`src/rtl/biquad_capture_pkg.sv`:
```
// Shared types and helpers for the biquad capture gate / filter-reset sequencer.
package biquad_capture_pkg;

  typedef enum logic [2:0] {
    StIdle,
    StPre,
    StGate,
    StPost,
    StFrst
  } state_t;

  localparam int unsigned DefPreLen  = 32;
  localparam int unsigned DefGateLen = 64;
  localparam int unsigned DefPostLen = 64;
  localparam int unsigned DefRstLen  = 32;

  // LSB of channel c within a packed multi-channel sample bus.
  function automatic int unsigned chan_lsb(input int unsigned c, input int unsigned nsamp,
                                           input int unsigned nbits);
    return c * nsamp * nbits;
  endfunction

endpackage

```
`src/rtl/biquad_capture_sequencer_if.sv`:
```
// Control, configuration and data signals of the capture sequencer.
interface biquad_capture_sequencer_if #(
  parameter int unsigned NCHAN   = 2,
  parameter int unsigned NSAMP   = 8,
  parameter int unsigned NBITS   = 12,
  parameter int unsigned CNTBITS = 16
);
  localparam int unsigned DW = NCHAN * NSAMP * NBITS;

  logic               capture_i;
  logic               abort_i;
  logic               repeat_i;
  logic [CNTBITS-1:0] pre_len_i;
  logic [CNTBITS-1:0] gate_len_i;
  logic [CNTBITS-1:0] post_len_i;
  logic [CNTBITS-1:0] rst_len_i;
  logic [NCHAN-1:0]   chan_mask_i;
  logic [DW-1:0]      dat_i;
  logic [DW-1:0]      dat_o;
  logic               gate_o;
  logic               filt_rst_o;
  logic               busy_o;
  logic               done_o;
  logic [7:0]         missed_o;

  modport master (
    output capture_i, abort_i, repeat_i, pre_len_i, gate_len_i, post_len_i, rst_len_i,
           chan_mask_i, dat_i,
    input  dat_o, gate_o, filt_rst_o, busy_o, done_o, missed_o
  );

  modport slave (
    input  capture_i, abort_i, repeat_i, pre_len_i, gate_len_i, post_len_i, rst_len_i,
           chan_mask_i, dat_i,
    output dat_o, gate_o, filt_rst_o, busy_o, done_o, missed_o
  );

endinterface

```
`src/rtl/capture_phase_counter.sv`:
```
// Down-counter timing one sequencer phase; a phase of length len lasts max(len,1) cycles.
module capture_phase_counter #(
  parameter int unsigned CNTBITS = 16
) (
  input  logic               clk_i,
  input  logic               rst_i,
  input  logic               load_i,
  input  logic [CNTBITS-1:0] len_i,
  output logic               last_o
);

  logic [CNTBITS-1:0] cnt_q;

  always_ff @(posedge clk_i or posedge rst_i) begin
    if (rst_i) begin
      cnt_q <= '0;
    end else if (load_i) begin
      cnt_q <= (len_i == '0) ? '0 : len_i - 1'b1;
    end else if (cnt_q != '0) begin
      cnt_q <= cnt_q - 1'b1;
    end
  end

  assign last_o = (cnt_q == '0);

endmodule

```
`src/rtl/biquad_capture_sequencer.sv`:
```
// Capture gate and filter-reset sequencer: IDLE -> PRE -> GATE -> POST -> FRST, registered outputs.
module biquad_capture_sequencer
  import biquad_capture_pkg::*;
#(
  parameter int unsigned NCHAN   = 2,
  parameter int unsigned NSAMP   = 8,
  parameter int unsigned NBITS   = 12,
  parameter int unsigned CNTBITS = 16
) (
  input logic                      clk_i,
  input logic                      rst_i,
  biquad_capture_sequencer_if.slave bus
);

  localparam int unsigned CW = NSAMP * NBITS;

  state_t             state_q, state_d;
  logic               cap_q;
  logic               cap_edge;
  logic               abort_q, abort_d;
  logic [CNTBITS-1:0] gate_len_q, post_len_q, rst_len_q;
  logic [NCHAN-1:0]   mask_q;
  logic               snap;
  logic               load;
  logic [CNTBITS-1:0] load_len;
  logic               last;
  logic               gate_q, frst_q, frst_end_q, done_q, busy_q;
  logic [7:0]         missed_q;
  logic [CW-1:0]      dat_q [NCHAN];

  assign cap_edge = bus.capture_i & ~cap_q;

  capture_phase_counter #(
    .CNTBITS (CNTBITS)
  ) u_phase_cnt (
    .clk_i  (clk_i),
    .rst_i  (rst_i),
    .load_i (load),
    .len_i  (load_len),
    .last_o (last)
  );

  // The trigger and repeat paths load the live pre_len_i since the snapshot lands on the same edge.
  always_comb begin
    state_d  = state_q;
    abort_d  = abort_q;
    snap     = 1'b0;
    load     = 1'b0;
    load_len = bus.pre_len_i;
    unique case (state_q)
      StIdle: begin
        if (cap_edge) begin
          state_d = StPre;
          abort_d = 1'b0;
          snap    = 1'b1;
          load    = 1'b1;
        end
      end
      StPre, StGate, StPost: begin
        if (bus.abort_i) begin
          state_d  = StFrst;
          abort_d  = 1'b1;
          load     = 1'b1;
          load_len = rst_len_q;
        end else if (last) begin
          load = 1'b1;
          if (state_q == StPre) begin
            state_d  = StGate;
            load_len = gate_len_q;
          end else if (state_q == StGate) begin
            state_d  = StPost;
            load_len = post_len_q;
          end else begin
            state_d  = StFrst;
            load_len = rst_len_q;
          end
        end
      end
      StFrst: begin
        if (last) begin
          if (bus.repeat_i && !abort_q) begin
            state_d = StPre;
            snap    = 1'b1;
            load    = 1'b1;
          end else begin
            state_d = StIdle;
          end
        end
      end
      default: state_d = StIdle;
    endcase
  end

  always_ff @(posedge clk_i or posedge rst_i) begin
    if (rst_i) begin
      state_q    <= StIdle;
      cap_q      <= 1'b1;
      abort_q    <= 1'b0;
      gate_len_q <= '0;
      post_len_q <= '0;
      rst_len_q  <= '0;
      mask_q     <= '0;
      gate_q     <= 1'b0;
      frst_q     <= 1'b0;
      frst_end_q <= 1'b0;
      done_q     <= 1'b0;
      busy_q     <= 1'b0;
      missed_q   <= '0;
    end else begin
      state_q    <= state_d;
      cap_q      <= bus.capture_i;
      abort_q    <= abort_d;
      if (snap) begin
        gate_len_q <= bus.gate_len_i;
        post_len_q <= bus.post_len_i;
        rst_len_q  <= bus.rst_len_i;
        mask_q     <= bus.chan_mask_i;
      end
      gate_q     <= (state_q == StGate);
      frst_q     <= (state_q == StFrst);
      frst_end_q <= (state_q == StFrst) && last;
      done_q     <= frst_end_q;
      busy_q     <= (state_q != StIdle);
      if (cap_edge && (state_q != StIdle) && (missed_q != 8'hFF)) begin
        missed_q <= missed_q + 8'd1;
      end
    end
  end

  for (genvar c = 0; c < NCHAN; c++) begin : g_chan
    localparam int unsigned Lsb = chan_lsb(int'(c), NSAMP, NBITS);

    always_ff @(posedge clk_i or posedge rst_i) begin
      if (rst_i) begin
        dat_q[c] <= '0;
      end else if ((state_q == StGate) && mask_q[c]) begin
        dat_q[c] <= bus.dat_i[Lsb +: CW];
      end else begin
        dat_q[c] <= '0;
      end
    end

    assign bus.dat_o[Lsb +: CW] = dat_q[c];
  end

  assign bus.gate_o     = gate_q;
  assign bus.filt_rst_o = frst_q;
  assign bus.busy_o     = busy_q;
  assign bus.done_o     = done_q;
  assign bus.missed_o   = missed_q;

endmodule
```
`src/flat_wrapper.sv`:
```
// flat-port wrapper written by rule: the top's interface ports become plain ports
module biquad_capture_sequencer_flat import biquad_capture_pkg::*;
#(
  parameter int unsigned NCHAN   = 2,
  parameter int unsigned NSAMP   = 8,
  parameter int unsigned NBITS   = 12,
  parameter int unsigned CNTBITS = 16
)
  (clk_i, rst_i, bus_capture_i, bus_abort_i, bus_repeat_i, bus_pre_len_i, bus_gate_len_i, bus_post_len_i, bus_rst_len_i, bus_chan_mask_i, bus_dat_i, bus_dat_o, bus_gate_o, bus_filt_rst_o, bus_busy_o, bus_done_o, bus_missed_o);
  biquad_capture_sequencer_if #(.NCHAN(NCHAN), .NSAMP(NSAMP), .NBITS(NBITS), .CNTBITS(CNTBITS)) bus_i ();
  input logic clk_i;
  input logic rst_i;
  input wire logic [$bits(bus_i.capture_i)-1:0] bus_capture_i;
  input wire logic [$bits(bus_i.abort_i)-1:0] bus_abort_i;
  input wire logic [$bits(bus_i.repeat_i)-1:0] bus_repeat_i;
  input wire logic [$bits(bus_i.pre_len_i)-1:0] bus_pre_len_i;
  input wire logic [$bits(bus_i.gate_len_i)-1:0] bus_gate_len_i;
  input wire logic [$bits(bus_i.post_len_i)-1:0] bus_post_len_i;
  input wire logic [$bits(bus_i.rst_len_i)-1:0] bus_rst_len_i;
  input wire logic [$bits(bus_i.chan_mask_i)-1:0] bus_chan_mask_i;
  input wire logic [$bits(bus_i.dat_i)-1:0] bus_dat_i;
  output wire logic [$bits(bus_i.dat_o)-1:0] bus_dat_o;
  output wire logic [$bits(bus_i.gate_o)-1:0] bus_gate_o;
  output wire logic [$bits(bus_i.filt_rst_o)-1:0] bus_filt_rst_o;
  output wire logic [$bits(bus_i.busy_o)-1:0] bus_busy_o;
  output wire logic [$bits(bus_i.done_o)-1:0] bus_done_o;
  output wire logic [$bits(bus_i.missed_o)-1:0] bus_missed_o;
  assign bus_i.capture_i = bus_capture_i;
  assign bus_i.abort_i = bus_abort_i;
  assign bus_i.repeat_i = bus_repeat_i;
  assign bus_i.pre_len_i = bus_pre_len_i;
  assign bus_i.gate_len_i = bus_gate_len_i;
  assign bus_i.post_len_i = bus_post_len_i;
  assign bus_i.rst_len_i = bus_rst_len_i;
  assign bus_i.chan_mask_i = bus_chan_mask_i;
  assign bus_i.dat_i = bus_dat_i;
  assign bus_dat_o = bus_i.dat_o;
  assign bus_gate_o = bus_i.gate_o;
  assign bus_filt_rst_o = bus_i.filt_rst_o;
  assign bus_busy_o = bus_i.busy_o;
  assign bus_done_o = bus_i.done_o;
  assign bus_missed_o = bus_i.missed_o;
  biquad_capture_sequencer #(.NCHAN(NCHAN), .NSAMP(NSAMP), .NBITS(NBITS), .CNTBITS(CNTBITS)) u_core (.clk_i(clk_i), .rst_i(rst_i), .bus(bus_i));
endmodule
```
`config.mk`:
```
export PLATFORM = sky130hd
export DESIGN_NAME = biquad_capture_sequencer_flat
export DESIGN_NICKNAME = d
export VERILOG_FILES = /design/src/rtl/biquad_capture_pkg.sv /design/src/rtl/biquad_capture_sequencer_if.sv /design/src/rtl/capture_phase_counter.sv /design/src/rtl/biquad_capture_sequencer.sv /design/src/flat_wrapper.sv
export SDC_FILE = /design/constraint.sdc
export NUM_CORES = 1
export LEC_CHECK = 0
export ABC_AREA = 0
export BUFFER_PORTS_ARGS = -buffer_cell sky130_fd_sc_hd__buf_2
export CAP_MARGIN = 20
export CORE_AREA = 3 3 178 180
export DETAILED_ROUTE_END_ITERATION = 10
export DIE_AREA = 0 0 181 183
export PLACE_DENSITY_LB_ADDON = 0.2
export SLEW_MARGIN = 10
export SYNTH_ARGS = -nofsm -noshare
export SYNTH_HDL_FRONTEND = slang
export SYNTH_SLANG_ARGS = --single-unit
```
`constraint.sdc`:
```
create_clock -name clk_i -period 17.9 [get_ports clk_i]
set_clock_uncertainty 0.1 [all_clocks]
set_input_delay 0 -clock clk_i [delete_from_list [all_inputs] [get_ports clk_i]]
set_output_delay 0 -clock clk_i [all_outputs]
set_load 0.02 [all_outputs]
```
==> reports/results.tsv <==
metric	value	unit
status	completed	
dp.final_hpwl	27100	µm
final_nets	1827	
fin_setup_tns	0	ns
top_usage_layer	met2	
cts_tree	built	
rsz0062_at_grt	no	
cts_sinks	276	
ir_drop	0.0587	mV
fmax	237	MHz
overflow	0	
grt_pass1_wl	57900	µm
hp-class	in2reg	
syn_inst	835	
die_area	33100	µm²
worst_setup_path_start_kind	flop	
yosysSeqAreaShare	63.8	%
syn_to_final_growth	57.8	%
use_met3	5.02	%
synth.distinct_cells	55	
numCtsBuffers	31	
wl_per_cell	19.4	µm
grt_pass1_vias	9838	
die-width	181	µm
crit_type	reg2reg	
gp_congestion	0.848	
grt_max_degree	133	
postRouteAntennaNets	0	
io_buffers	466	
final_core_util	56.3	%
critPathCaptureType	flop	
finalCritPeriodShare	23.6	%
synth-seq-cells	276	
drv_slew	0	
htree_levels	1	
vias	9052	
async_flop_share	100	%
cts_buffer_depth	3	
synth_top_area_share	63.6	%
clock-root-buffer	clkbuf_16	
drt_iter0_drc	404	
synth_compound_area_share	4.94	%
seq_area	6910	µm²
met1_usage	26.8	%
drt-total-wl	38600	µm
syn_area	10800	µm²
finalHoldViolCount	0	
synth.top_cells.by_area	dfrtp_1, and2_1, mux2_2, mux2i_1, xnor2_1	
setup_viol	0	
rows	64	
synth_area_leader_cell	dfrtp_1	
drc	0	
holdPathStages	5	
antenna_found_initial	5	
multi_input_area	3600	µm²
core	30300	µm²
synth_fp_nets	1102	
synth-edff-count	0	
whs	0.0383	ns
dp_cells	1661	
synth_top_family_by_area	simple AND/OR/NAND/NOR gates	
synth_common_cells	dfrtp_1, and2_1, mux2_2	
final.min_clock_period	4.22	ns
cp_data_required_time	18.25	ns
cts.repair.resized	0	
synth_ff_type	dfrtp_1	
r2r_cells	14	
initial_core_util	35.7	%
fin_cells	1983	
io_pins	467	
avgSynthCellArea	13.0	µm²
routed_via_density	4.56	
placedInstanceArea	13400	µm²
drive_above_1_share	38.1	%
grt_util_all_layers	22.5	%
clkTransAtPathRegs	0.06	ns
yosysWarningCount	0	
yosysMostFrequentCell	dfrtp_1	
synthMuxAreaShare	7.29	%
stdcell_area	17100	µm²
fill_cells	2507	
synth_fa_ha_area_share	0.462	%
clk_latency	0.55	ns
p_leak	0.00894	µW
synth_xor_area_share	2.59	%
max_cap_viol_count	0	
cp.arrival	4.57	ns
worstPathMaxFanout	15	
grtUsageMet2	40.3	%
tightest_slew	0.960	ns
power_density	106	nW/µm²
yosys.area_share.simple	17.8	%
firstDrtPassIters	4	
chipHeight	183	µm
relSlewSlack	36.0	%
[path summary, 6_finish.rpt]
path	end	slack [ns]	from
max	u_core.u_phase_cnt.cnt_q[6]	13.68	u_core.u_phase_cnt.cnt_q[0]
min	u_core.u_phase_cnt.cnt_q[3]	0.04	bus_pre_len_i[3]
max reg2reg	u_core.u_phase_cnt.cnt_q[6]	13.68	u_core.u_phase_cnt.cnt_q[0]
min reg2reg	u_core.bus.done_o	0.26	u_core.frst_end_q
max in group asynchronous	u_core.bus.dat_o[176]	16.02	rst_i
min in group asynchronous	u_core.bus.dat_o[51]	0.10	rst_i
[report_power, final]
group | internal, µW | total, µW | switching, µW
clock network | 374 | 627 | 254
logic | 207 | 395 | 188
registers | 712 | 789 | 77.3
[worst max-delay path, stage by stage (launching register included)]
cell and delay (ns):
dfrtp_1 0.39, inv_1 0.12, ha_1 0.18, nor4b_4 0.32, and4_1 0.47, o21ai_4 0.18, a221o_2 0.50, inv_1 0.08
ha_1 0.17, inv_1 0.09, nor4_4 0.45, o211ai_1 0.17, xor2_1 0.19, dlygate4sd3_1 0.58, o22ai_1 0.15
[metrics by stage]
step | setup slack, ns | total power, µW
5_1_grt | 13.41 | 1910
3_3_place_gp | 14.05 | 1140
2_1_floorplan | 10.19 | 1050
6_report | 13.68 | 1810
4_1_cts | 13.70 | 1830
3_5_place_dp | 13.96 | 1150
[registers in the layout, indices dropped and copies added, names as in the netlist]
| register | flops |
|---|---|
| u_core.abort_q | 1 |
| u_core.u_phase_cnt.cnt_q | 16 |
| u_core.bus.dat_o | 192 |
| u_core.mask_q | 2 |
| u_core.bus.done_o | 1 |
| u_core.bus.missed_o | 8 |
| u_core.frst_end_q | 1 |
| u_core.post_len_q | 16 |
| u_core.bus.busy_o | 1 |
| u_core.bus.gate_o | 1 |
| u_core.rst_len_q | 16 |
| u_core.state_q | 3 |
| u_core.gate_len_q | 16 |
| u_core.cap_q | 1 |
| u_core.bus.filt_rst_o | 1 |
[kinds of logic after synthesis]
kind of cell / Yosys count
xor gates and xnor gates: 32
and+or+nand+nor: 320
adders and majority gates: 4
muxes: 72
DFF: 276
buffers and inverters: 57
AOI/OAI and AO/OA: 74
[layer usage]
| layer | part of all wire, % | vias to the layer above |
|---|---|---|
| met4 | 4.0 | 2 |
| met5 | 0.031 | - |
| met1 | 38 | 4456 |
| met2 | 52 | 282 |
| met3 | 5.8 | 67 |
| li1 | - | 4245 |
[final cells by class]
class	count	share of cell area, %
Timing Repair Buffer	735	29.3
Multi-Input combinational cell	502	21.1
Antenna cell	5	0.0733
Clock buffer	44	5.00
Clock inverter	11	0.821
Tap cell	396	2.90
Sequential cell	276	40.5
Inverter	14	0.352
[layout by cell type (no fill, tap or decap), types with 4 or more instances in the layout]
cell	count
mux2_2	55
clkinv_2	5
clkbuf_1	10
inv_1	13
o22ai_1	13
buf_4	7
o31ai_1	6
xnor2_1	16
diode_2	5
clkbuf_16	31
nor4_1	5
nand2_1	35
a22oi_1	4
and3_1	14
xor2_1	16
nor2_1	23
dlygate4sd3_1	262
a21oi_1	6
a221o_2	11
nand3_1	9
mux2i_1	17
dfrtp_1	275
and2_1	194
buf_2	466
ha_1	4
nor2b_1	4
nor3_1	8
nand4_1	6
o21ai_0	19
[what timing repair did]
action	in CTS	in global routing
buffers inserted	0	0
hold buffers	262	0
endpoints found under the hold margin	391	0
Note: power is estimated with default switching activity, not from simulation.
